## config.mk

```make
export PLATFORM = sky130hd
export DESIGN_NAME = muldiv_unit
export DESIGN_NICKNAME = d
export VERILOG_FILES = /design/src/rtl/muldiv_unit_pkg.sv /design/src/rtl/muldiv_unit_md_operand_prep.sv /design/src/rtl/muldiv_unit.sv
export SDC_FILE = /design/constraint.sdc
export NUM_CORES = 1
export LEC_CHECK = 0
export ABC_AREA = 1
export CORE_UTILIZATION = 29
export DETAILED_ROUTE_END_ITERATION = 8
export PLACE_DENSITY = 0.43
export SYNTH_ARGS = -nofsm -noshare
export SYNTH_HDL_FRONTEND = slang
export SYNTH_SLANG_ARGS = --single-unit
```

## constraint.sdc

```tcl
create_clock -name clk -period 13.4 [get_ports clk]
set_input_delay 2.01 -clock clk [delete_from_list [all_inputs] [get_ports clk]]
set_output_delay 2.01 -clock clk [all_outputs]
set_load 0.02 [all_outputs]
```

## src/rtl/muldiv_unit_pkg.sv

```systemverilog
// Shared types and helpers for the RV32M multiply/divide unit.
// Op codes follow funct3 order so decode can pass funct3 straight through.
package muldiv_unit_pkg;

    localparam int MD_ITER = 32;

    typedef enum logic [2:0] {
        MD_MUL    = 3'd0,
        MD_MULH   = 3'd1,
        MD_MULHSU = 3'd2,
        MD_MULHU  = 3'd3,
        MD_DIV    = 3'd4,
        MD_DIVU   = 3'd5,
        MD_REM    = 3'd6,
        MD_REMU   = 3'd7
    } md_codes_t;

    typedef enum logic [1:0] {
        S_IDLE,
        S_MUL,
        S_DIV,
        S_FIN
    } md_state_t;

    function automatic logic isSignedRs1(md_codes_t c);
        return c inside {MD_MUL, MD_MULH, MD_MULHSU, MD_DIV, MD_REM};
    endfunction

    function automatic logic isSignedRs2(md_codes_t c);
        return c inside {MD_MUL, MD_MULH, MD_DIV, MD_REM};
    endfunction

    function automatic logic isDivOp(md_codes_t c);
        return c inside {MD_DIV, MD_DIVU, MD_REM, MD_REMU};
    endfunction

    function automatic logic isRemOp(md_codes_t c);
        return c inside {MD_REM, MD_REMU};
    endfunction

endpackage

```

## src/rtl/muldiv_unit_md_operand_prep.sv

```systemverilog
// Combinational operand conditioning: magnitudes, sign flags and the
// divide special-case flags consumed by the iterative mul/div FSM.
module md_operand_prep
    import muldiv_unit_pkg::*;
#(
    parameter int XLEN = 32
) (
    input  logic [XLEN-1:0] rs1F,
    input  logic [XLEN-1:0] rs2F,
    input  md_codes_t       mdCode,
    output logic [XLEN-1:0] mag1,
    output logic [XLEN-1:0] mag2,
    output logic            neg1,
    output logic            neg2,
    output logic            div_zero,
    output logic            div_ovf
);

    localparam logic [XLEN-1:0] MOST_NEG = {1'b1, {(XLEN-1){1'b0}}};

    always_comb begin
        neg1 = isSignedRs1(mdCode) & rs1F[XLEN-1];
        neg2 = isSignedRs2(mdCode) & rs2F[XLEN-1];
        mag1 = neg1 ? (~rs1F + 1'b1) : rs1F;
        mag2 = neg2 ? (~rs2F + 1'b1) : rs2F;
        div_zero = (rs2F == '0);
        // Only signed divides can overflow: most-negative / -1.
        div_ovf = (mdCode inside {MD_DIV, MD_REM})
                  && (rs1F == MOST_NEG)
                  && (rs2F == '1);
    end

endmodule

```

## src/rtl/muldiv_unit.sv

```systemverilog
// Iterative RV32M multiply/divide unit: radix-2 shift-add multiply and
// restoring divide, one bit per cycle, with a one-cycle done pulse.
module muldiv_unit #(
    parameter int XLEN    = 32,
    parameter int MD_ITER = 32
) (
    input  logic            clk,
    input  logic            rst_n,
    input  logic            start,
    input  logic [2:0]      mdCode,
    input  logic [XLEN-1:0] rs1F,
    input  logic [XLEN-1:0] rs2F,
    input  logic            flush,
    output logic            busy,
    output logic            done,
    output logic [XLEN-1:0] result
);

    import muldiv_unit_pkg::*;

    localparam int CW = $clog2(MD_ITER);

    md_codes_t code_in;
    md_codes_t code_q;
    md_state_t state;
    md_state_t state_nxt;

    logic [XLEN-1:0]   p_mag1;
    logic [XLEN-1:0]   p_mag2;
    logic              p_neg1;
    logic              p_neg2;
    logic              p_dz;
    logic              p_ovf;

    logic [XLEN-1:0]   mag_a;
    logic [XLEN-1:0]   mag_b;
    logic              neg_res;
    logic              neg_rem;
    logic [CW-1:0]     cnt;
    logic [2*XLEN-1:0] prod;
    logic [XLEN-1:0]   rem;
    logic [XLEN-1:0]   quo;

    logic              accept;
    logic              special;
    logic              last;
    logic [XLEN-1:0]   spec_res;

    logic [XLEN:0]     mul_sum;
    logic [2*XLEN-1:0] prod_step;
    logic [2*XLEN-1:0] prod_fix;
    logic [XLEN-1:0]   mul_res;

    logic [XLEN:0]     div_shift;
    logic [XLEN:0]     div_diff;
    logic              div_ge;
    logic [XLEN-1:0]   rem_step;
    logic [XLEN-1:0]   quo_step;
    logic [XLEN-1:0]   div_res;

    assign code_in = md_codes_t'(mdCode);

    md_operand_prep #(
        .XLEN (XLEN)
    ) u_prep (
        .rs1F     (rs1F),
        .rs2F     (rs2F),
        .mdCode   (code_in),
        .mag1     (p_mag1),
        .mag2     (p_mag2),
        .neg1     (p_neg1),
        .neg2     (p_neg2),
        .div_zero (p_dz),
        .div_ovf  (p_ovf)
    );

    assign accept  = (state == S_IDLE) && start && !flush;
    assign special = isDivOp(code_in) && (p_dz || p_ovf);
    assign last    = (cnt == CW'(MD_ITER - 1));

    // Div-by-zero and overflow answers come straight from the operands.
    always_comb begin
        spec_res = '0;
        if (p_dz) begin
            spec_res = isRemOp(code_in) ? rs1F : '1;
        end else begin
            spec_res = isRemOp(code_in) ? '0 : rs1F;
        end
    end

    always_ff @(posedge clk) begin
        if (!rst_n) begin
            state <= S_IDLE;
        end else begin
            state <= state_nxt;
        end
    end

    always_comb begin
        state_nxt = state;
        busy      = 1'b0;
        done      = 1'b0;
        unique case (state)
            S_IDLE: begin
                if (accept) begin
                    if (special) begin
                        state_nxt = S_FIN;
                    end else if (isDivOp(code_in)) begin
                        state_nxt = S_DIV;
                    end else begin
                        state_nxt = S_MUL;
                    end
                end
            end
            S_MUL, S_DIV: begin
                busy = 1'b1;
                if (last) begin
                    state_nxt = S_FIN;
                end
            end
            S_FIN: begin
                done      = 1'b1;
                state_nxt = S_IDLE;
            end
            default: state_nxt = S_IDLE;
        endcase
        if (flush) begin
            state_nxt = S_IDLE;
        end
    end

    // Multiplier lives in prod's low half and shifts out as partials shift in.
    always_comb begin
        mul_sum   = {1'b0, prod[2*XLEN-1:XLEN]}
                  + (prod[0] ? {1'b0, mag_a} : '0);
        prod_step = {mul_sum, prod[XLEN-1:1]};
        prod_fix  = neg_res ? (~prod_step + 1'b1) : prod_step;
        mul_res   = (code_q == MD_MUL) ? prod_fix[XLEN-1:0]
                                       : prod_fix[2*XLEN-1:XLEN];
    end

    always_comb begin
        div_shift = {rem, quo[XLEN-1]};
        div_diff  = div_shift - {1'b0, mag_b};
        div_ge    = !div_diff[XLEN];
        rem_step  = div_ge ? div_diff[XLEN-1:0] : div_shift[XLEN-1:0];
        quo_step  = {quo[XLEN-2:0], div_ge};
        if (isRemOp(code_q)) begin
            div_res = neg_rem ? (~rem_step + 1'b1) : rem_step;
        end else begin
            div_res = neg_res ? (~quo_step + 1'b1) : quo_step;
        end
    end

    always_ff @(posedge clk) begin
        if (!rst_n) begin
            code_q  <= MD_MUL;
            mag_a   <= '0;
            mag_b   <= '0;
            neg_res <= 1'b0;
            neg_rem <= 1'b0;
            cnt     <= '0;
            prod    <= '0;
            rem     <= '0;
            quo     <= '0;
            result  <= '0;
        end else if (accept) begin
            code_q  <= code_in;
            mag_a   <= p_mag1;
            mag_b   <= p_mag2;
            neg_res <= p_neg1 ^ p_neg2;
            neg_rem <= p_neg1;
            cnt     <= '0;
            prod    <= {{XLEN{1'b0}}, p_mag2};
            rem     <= '0;
            quo     <= p_mag1;
            if (special) begin
                result <= spec_res;
            end
        end else if (!flush) begin
            if (state == S_MUL) begin
                prod <= prod_step;
                cnt  <= cnt + CW'(1);
                if (last) begin
                    result <= mul_res;
                end
            end else if (state == S_DIV) begin
                rem <= rem_step;
                quo <= quo_step;
                cnt <= cnt + CW'(1);
                if (last) begin
                    result <= div_res;
                end
            end
        end
    end

endmodule

```

* Word-level counts from Yosys, hierarchy flattened
Index checks and enable logic that the tools add are counted.
** Word-level totals
- Word-level logic and storage cells :: 119
- Flip-flop bits (word level) :: 236
- Output and inout port bits :: 34
- Input port bits :: 71
** Cells by class
- Mux-type cells :: 35
- Eq/ne operators :: 21
- Bitwise logic cells :: 11
- Add/subtract/negate cells :: 8
- Reduce and logical (&&, ||, !) cells :: 32
** Operators by type and width (count)
- $mux W32 :: 25
- $add A32 B1 Y32 const B :: 4
- $not A32 Y32 :: 4
- $add A64 B1 Y64 const B :: 1
- $eq A32 B32 Y1 const B :: 2
- $mux W64 :: 1
- $not A64 Y64 :: 1
- $add A32 B32 Y33 :: 1
- $sub A33 B32 Y33 :: 1
- $logic_not A32 Y1 :: 1
- $eq A3 B3 Y1 const B :: 6
- $reduce_bool A2 Y1 :: 6
- $mux W5 :: 2
- $mux W2 :: 4
- $reduce_and A2 Y1 :: 4
- $reduce_bool A4 Y1 :: 2
- $logic_not A3 Y1 :: 2
- $ne A2 B2 Y1 const B :: 3
- $ne A3 B3 Y1 const B :: 2
- $pmux W2 S3 :: 1
- $reduce_and A3 Y1 :: 2
- $reduce_or A2 Y1 :: 3
- $add A5 B1 Y5 const B :: 1
- $eq A5 B5 Y1 const B :: 1
- other kinds (16) :: 27

* Longest topological paths before layout
Gate-level depths: netlist of the first run.
- Depth after elaboration :: 11
- Gate-level depth with buffers :: 32
- Depth with buffers taken out :: 30

* Hierarchy
Synthesis of the first run repeated with hierarchy kept, for this count alone.
** Second synthesis, totals
- Cell total of the unflattened synthesis :: 3836
- Area, all modules :: 21745.9 µm²
** By module, submodules not included
- muldiv_unit :: area each 19421.1 µm², cells an instance 3306, times used 1, sequential area each 4724.5 µm²
- md_operand_prep :: area each 2324.7 µm², cells an instance 530, times used 1, sequential area each 0.0 µm²

* Worst setup path after synthesis of the first run
OpenSTA, ideal clock, no wires.
- Path kind :: input -> register
- Start :: input port rs2F[1]
- End :: register result[8]
- Library setup time :: 0.122 ns
- Data arrival time :: 4.186 ns
- Path slack :: 9.092 ns
- Buffers on the path :: 2
- Stages on the path :: 21
- Data required time :: 13.278 ns
- Cell sequence :: inv_1 -> ha_1 -> nand3_1 -> nor3_1 -> inv_1 -> nor3_2 -> nand2_1 -> inv_1 -> nand3_1 -> nor2_1 -> nand2_1 -> nor2_1 -> nand4_1 -> nand2_1 -> nand2_1 -> nand2_2 -> inv_1 -> buf_2 -> buf_2 -> nor2_1 -> a21oi_1
** On the way
- Word-level cells in the longest chain between the ends :: 6
- Elaborated cells between the ends (all ways) :: 10
- Classes of those cells :: eq/ne (2); mux (3); reduce/logical (5)
** Ends and longest elaborated chain
- start, declared :: RTL line muldiv_unit.sv:12 : input logic [XLEN-1:0] rs2F,
- $eq A32 B32 Y1 :: RTL line muldiv_unit_md_operand_prep.sv:30 : && (rs2F == '1);
- $logic_and A1 B1 Y1 :: RTL line muldiv_unit_md_operand_prep.sv:30
- $logic_or A1 B1 Y1 :: RTL line muldiv_unit.sv:78 : assign special = isDivOp(code_in) && (p_dz || p_ovf);
- $logic_and A1 B1 Y1 :: RTL line muldiv_unit.sv:78
- $ne A2 B1 Y1 (no source line)
- $reduce_and A5 Y1 (no source line)
- end signal, assigned :: RTL line muldiv_unit.sv:178 : result <= spec_res;
- end signal, assigned :: RTL line muldiv_unit.sv:185 : result <= mul_res;
- end signal, assigned :: RTL line muldiv_unit.sv:192 : result <= div_res;
- end, declared :: RTL line muldiv_unit.sv:16 : output logic [XLEN-1:0] result
Several ways; a longest one is shown, not always the timed one. The select of a mux whose other input is x is not followed.
A chain may end at the register's enable or synchronous reset.

* Final worst setup path of the first run
- Start :: input port rs1F[1]
- End :: register result[27]
** On the way
- Word-level cells in the longest chain between the ends :: 7
** Ends and longest elaborated chain
- start, declared :: RTL line muldiv_unit.sv:11 : input logic [XLEN-1:0] rs1F,
- $eq A32 B32 Y1 :: RTL line muldiv_unit_md_operand_prep.sv:29 : && (rs1F == MOST_NEG)
- $logic_and A1 B1 Y1 :: RTL line muldiv_unit_md_operand_prep.sv:29
- $logic_and A1 B1 Y1 :: RTL line muldiv_unit_md_operand_prep.sv:30
- $logic_or A1 B1 Y1 :: RTL line muldiv_unit.sv:78
- $logic_and A1 B1 Y1 :: RTL line muldiv_unit.sv:78
- $ne A2 B1 Y1 (no source line)
- $reduce_and A5 Y1 (no source line)
Every way passes these cells.

==> results of run 1 <==
cells in the final DEF, fill, tap and decap left out, drive strengths merged, types with 2 or more instances in the layout:
master and count:
nand2 964, inv 527, o21ai 390, nor2 341, a21oi 326, nand3 248, dfxtp 236, clkdlybuf4s50 103
nor3 78, ha 77, nand4 47, a31oi 46, o211ai 44, clkbuf 41, xnor2 24, buf 22
nand3b 17, a21o 16, o22ai 16, xor2 14, clkinv 13, a221oi 10, nor4 10, o21a 8
or2 6, o21bai 4, and2 4, and3 3, nor3b 3, clkinvlp 3, o221ai 2, o31ai 2
mux2 2, fa 2, bufinv 2
critical path: cells and delay by family:
family	cells	cell delay (ns)
adders and majority gates	1	0.19
buffers and inverters	5	1.53
and+or+nand+nor	12	2.32
AOI/OAI and AO/OA	1	0.08
cells in the mapped netlist (14+ instances only):
cell type,count
xor2_1,14
inv_1,521
nand4_1,46
a21o_1,16
nor3_1,73
a31oi_1,46
dfxtp_1,236
o21ai_0,380
nand3b_1,17
o22ai_1,16
ha_1,77
nand2_2,21
xnor2_1,24
o211ai_1,44
nand3_1,245
nor2_1,332
nand2_1,940
a21oi_1,321
clkbuf_1,124
through the flow:
step                instances  cell area [µm²]
CTS                      4599            23500
global route             4599            23500
finish                   4599            23500
floorplan                3626            20700
global placement         4543            22500
detailed placement       4543            22500
kinds of logic (layout without fill, tap and decap cells):
group,count (synthesis),count (layout),synth area share (%)
AOI/OAI and AO/OA,870,870,22.8
DFF,236,236,22.8
adders and majority gates,79,79,4.85
and+or+nand+nor,1723,1723,35.2
buffers and inverters,678,711,12.6
xor gates and xnor gates,38,38,1.61
muxes,2,2,0.109
worst max-delay path by stage:
stage	start	to	slack (ns)	cells past startpoint
floorplan	rs2F[1]	result[8]	9.09	21
global placement	rs1F[1]	result[30]	7.28	19
detailed placement	rs1F[1]	result[27]	7.15	19
CTS	rs1F[1]	result[27]	7.77	19
global route	rs2F[1]	result[2]	7.28	22
finish	rs1F[1]	result[27]	7.71	19
routing by layer:
layer | up-vias | wire length (µm) | GRT usage, %
li1 | 11900 | - | -
met1 | 10700 | 43800 | 34.2
met2 | 536 | 43000 | 41.7
met3 | 99 | 4250 | 2.66
met4 | 2 | 2430 | 6.20
met5 | - | 13 | 0
sequential cells by signal, indices dropped and copies added (netlist names), 2 cells and up:
| name | count |
|---|---|
| cnt | 5 |
| mag_a | 32 |
| prod | 64 |
| quo | 32 |
| state | 2 |
| result | 32 |
| rem | 32 |
| mag_b | 32 |
| code_q | 3 |
where the power goes:
group	switching [mW]	internal, mW	leakage (nW)
clock	0.350	0.495	0.500
combinational	0.746	0.303	8.97
sequential	0.0502	0.740	1.92
layout make-up:
cell class                      instances  area share [%]
Clock inverter                         15           0.628
Inverter                              530            8.47
Clock buffer                           41            3.71
Sequential cell                       236            20.1
Timing Repair Buffer                  125            5.09
Tap cell                              940            5.00
Multi-Input combinational cell       2712            57.0
==> results_dict.tcl, run 1 <==
set metrics [dict create \
    ys_top_cells_by_area "dfxtp_1 23%, nand2_1 17%, inv_1 9.5%, o21ai_0 9.2%, a21oi_1 7.8%" \
    yosysWarnings 0 \
    grt_max_degree 91 \
    cp_common_cell "nand2_1" \
    hp-class "reg -> reg" \
    nNetsFinal 3786 \
    vdd_drop_max_mv 0.0951 \
    worst_setup_path_start_kind "input pin" \
    maxCapViolations 0 \
    die_area_um2 72400 \
    clock_latency_ns 0.59 \
    holdPathStages 2 \
    root_buffer "clkbuf_16" \
    max_slew_margin_pct 28.6 \
    multi_input_area_um2 13400 \
    rsz0062_at_grt "no" \
    antenna_left 0 \
    core_um2 70300 \
    crit_fanout 36 \
    synth.distinct_cells 56 \
    drc 0 \
    routabilityCongestion 0.929 \
    min_period_over_period_pct 42.5 \
    post_cts_resize_count 0 \
    regArea_um2 4730 \
    hold_violations 0 \
    crit_path_top_delay_cell "nor4_1" \
    hp-start "mag_b[0]" \
    row_count 97 \
    async_flop_share_pct 0 \
    worst_hold_slack_ns 0.463 \
    gr-usage-all-layers_pct 25.0 \
    ys_seq_area_share_pct 22.8 \
    pre_cts_slack_ns 7.15 \
    io_pins 105 \
    area_growth_pct 13.7 \
    crit_arrival_ns 6.16 \
    numCtsBuffers 31 \
    ff2ff_path_depth 29 \
    leakagePower_nw 11.4 \
    wl_per_cell_um 20.3 \
    die_w_um 269 \
    port_buffers 104 \
    synth_edf_count 0 \
    cts_num_sinks 236 \
    grt_pass1_vias 21700 \
    drive_gt1_share_pct 4.04 \
    path_class "in -> reg" \
    r2r_slack_ns 7.96 \
    crit_path_end_kind "register" \
    cts_max_path_buffers 3 \
    cts-htree-levels 1 \
    ys_ff_latch 236 \
    setup-violations-final 0 \
    synth_flop_cell "dfxtp_1" \
    slew_violations 0 \
    avgSynthCellArea_um2 5.71 \
    start_util_pct 29.4 \
    vias_per_cell 5.04 \
    hpwl_mm 74.6 \
    antennaDiodeCount 0 \
    cts_tree "done" \
    cpPeakStageDelay_ns 0.69 \
    path_cells "clkdlybuf4s50_1 > inv_1 > ha_1 > nand3_1 > nor3_1 > nand2_1 > nor3_1 > nand2_1 > inv_1 > nand4_1 > nor4_1 > nand3_1 > nand2_1 > nand2_1 > nand2_2 > buf_4 > inv_1 > nor2_1 > a21oi_2" \
    r2r-start "quo[31]" \
    drt-initial-drc-count 1798 \
    n_fill_cell 8007 \
    setup_ws_ns 7.71 \
    synth_top_area_share_pct 22.8 \
    first_pass_iters 6 \
    yosysTopAreaCell "dfxtp_1" \
    fmax_ghz 0.176 \
    cts_hold_buffers 0 \
    rr_endpoint "result[28]" \
    synth_cells 3626 \
    syn_nets 3776 \
    fin_setup_tns_ns 0 \
    worst_slew_pin_slew_ns 1.07 \
    cts_setup_buffers 0 \
    status "completed" \
    finalWirelength_mm 93.4 \
    power.total_mw 2.69 \
    worstPathRequired_ns 13.87 \
    min_period_ns 5.69 \
    grt_pass1_wl_mm 139 \
    die_h_um 269 \
    grt_remaining_overflow 0 \
    powerDensity_nw_per_um2 114 \
    fin_util_pct 33.5 \
    synth.cell_area_um2 20700 \
    antenna_found_initial 1 \
    cts.clk_slew.worst_paths_ns 0.06 \
    holdPathEnd "mag_b[0]" \
    clock_skew_ns 0.0253 \
    vias 23200 \
]
Note: power is estimated with default switching activity, not from simulation.
==> run 2, diff against run 1 <==
--- a/config.mk
+++ b/config.mk
@@ -8,7 +8,7 @@
 export ABC_AREA = 1
 export CORE_UTILIZATION = 29
 export DETAILED_ROUTE_END_ITERATION = 8
-export PLACE_DENSITY = 0.43
+export PLACE_DENSITY = 0.45
 export SYNTH_ARGS = -nofsm -noshare
 export SYNTH_HDL_FRONTEND = slang
 export SYNTH_SLANG_ARGS = --single-unit
==> constraint.sdc (replaced) <==
create_clock -name clk -period 5.1 [get_ports clk]
set_input_delay 0.765 -clock clk [delete_from_list [all_inputs] [get_ports clk]]
set_output_delay 0.765 -clock clk [all_outputs]
set_load 0.02 [all_outputs]
==> run 2 against run 1 <==
Net effect:
- design area increased by 1.5%
- final cell count increased by 0.76%
- sequential power increased to 2.6 times the previous value
- highest routed layer unchanged
==> results_dict.tcl, run 2 (same netlist as run 1, synthesis figures left out) <==
set metrics [dict create \
    final_common_cell "nand2_1" \
    start_util_pct 29.4 \
    cts-htree-levels 2 \
    drt-initial-drc-count 2437 \
    worst_slew_pin_slew_ns 1.12 \
    slew_violations 0 \
    cp-startpoint "quo[31]" \
    row_count 97 \
    grt_pass1_vias 21400 \
    first_pass_iters 5 \
    pre_cts_slack_ns 0.507 \
    path_class "reg -> reg" \
    worstPathRequired_ns 5.55 \
    clock_latency_ns 0.57 \
    wl_per_cell_um 20.8 \
    finalWirelength_mm 96.4 \
    cts_tree "done" \
    hold_violations 0 \
    nNetsFinal 3819 \
    mostFrequentLayoutCells "937 x nand2_1, 519 x inv_1, 380 x o21ai_0, 328 x nor2_1, 321 x a21oi_1" \
    antenna_left 0 \
    setup-violations-final 0 \
    cts_hold_buffers 0 \
    cpPeakStageDelay_ns 0.40 \
    port_buffers 104 \
    gr-usage-all-layers_pct 26.0 \
    hp-start "mag_b[0]" \
    post_cts_resize_count 0 \
    status "completed" \
    fin_setup_tns_ns 0 \
    cts.clk_slew.worst_paths_ns 0.06 \
    numCtsBuffers 34 \
    routabilityCongestion 0.943 \
    clock_skew_ns 0.0240 \
    maxCapViolations 0 \
    vias 23800 \
    crit_path_end_kind "register" \
    cp_common_cell "nand2_2" \
    antenna_found_initial 3 \
    crit_path_top_delay_cell "fa_1" \
    min_period_over_period_pct 91.3 \
    grt_pass1_wl_mm 144 \
    r2r_slack_ns 0.45 \
    root_buffer "clkbuf_16" \
    ff2ff_path_depth 29 \
    largest_reg_flops 64 \
    drc 0 \
    vdd_drop_max_mv 0.179 \
    grt_max_degree 108 \
    crit_arrival_ns 5.11 \
    die_h_um 269 \
    core_um2 70300 \
    crit_fanout 4 \
    die_area_um2 72400 \
    worst_setup_path_start_kind "register" \
    rsz0062_at_grt "no" \
    min_period_ns 4.65 \
    hpwl_mm 76.7 \
    vias_per_cell 5.13 \
    cts_max_path_buffers 3 \
    leakagePower_nw 11.6 \
    io_pins 105 \
    die_w_um 269 \
    powerDensity_nw_per_um2 311 \
    hp-class "reg -> reg" \
    rr_endpoint "result[28]" \
    drive_gt1_share_pct 4.79 \
    crit_end "result[28]" \
    setup_ws_ns 0.446 \
    cts_setup_buffers 0 \
    grt_remaining_overflow 0 \
    area_growth_pct 15.4 \
    r2r-start "quo[31]" \
    largest_register "prod" \
    fmax_ghz 0.215 \
    cts_num_sinks 236 \
    max_slew_margin_pct 24.8 \
]
==> run 2: worst max-delay path, delay by kind of cell, from the launching register on <==
kind                     cells  cell delay [ns]
AND/OR/NAND/NOR             21             2.93
adder cells (fa/ha/maj)      3             0.80
flip-flops                   1             0.33
AO/OA/AOI/OAI                3             0.30
buffers and inverters        2             0.16
==> run 2: routing by layer <==
layer,GRT usage (%),vias up,share of wire [%]
met2,39.2,713,43
met5,0,-,0.028
met4,6.39,4,2.1
li1,-,12000,-
met3,2.89,85,6.0
met1,38.9,11000,49
==> run 2: final cells by class <==
| type | instances | area, µm² |
|---|---|---|
| clock buffers | 46 | 937 |
| multi-input cells | 2712 | 13400 |
| flip-flops and latches | 236 | 4730 |
| inverters | 530 | 1990 |
| well taps | 940 | 1180 |
| repair buffers | 155 | 1450 |
| clock inverters | 14 | 183 |
| diodes | 1 | 2.50 |
| fillers | 7961 | 46400 |
==> run 2: metrics by stage <==
stage	power, mW	cell area, µm²	std cells	hold WS, ns	utilization, %
detailed placement	4.93	22700	4573	0.450	32.4
global placement	4.95	22700	4573	0.444	32.4
floorplan	3.96	20700	3626	0.425	-
CTS	7.41	23900	4633	0.461	34.0
finish	7.42	23900	4634	0.458	34.0
global route	7.86	23900	4633	0.482	34.0
==> run 2: report_power, final <==
group / switching, mW / internal, mW
registers: 0.130 / 1.94
logic: 2.05 / 0.832
clock network: 1.01 / 1.45
total: 3.19 / 4.23
==> run 2: how the worst min path moves through the flow <==
stage	slack [ns]	depth (start not counted)	endpoint
after CTS	0.46	2	mag_b[0]
after global placement	0.44	2	mag_a[6]
after detailed placement	0.45	2	mag_b[0]
final	0.46	2	mag_b[0]
after floorplan	0.43	2	mag_b[0]
after global routing	0.48	2	mag_a[6]
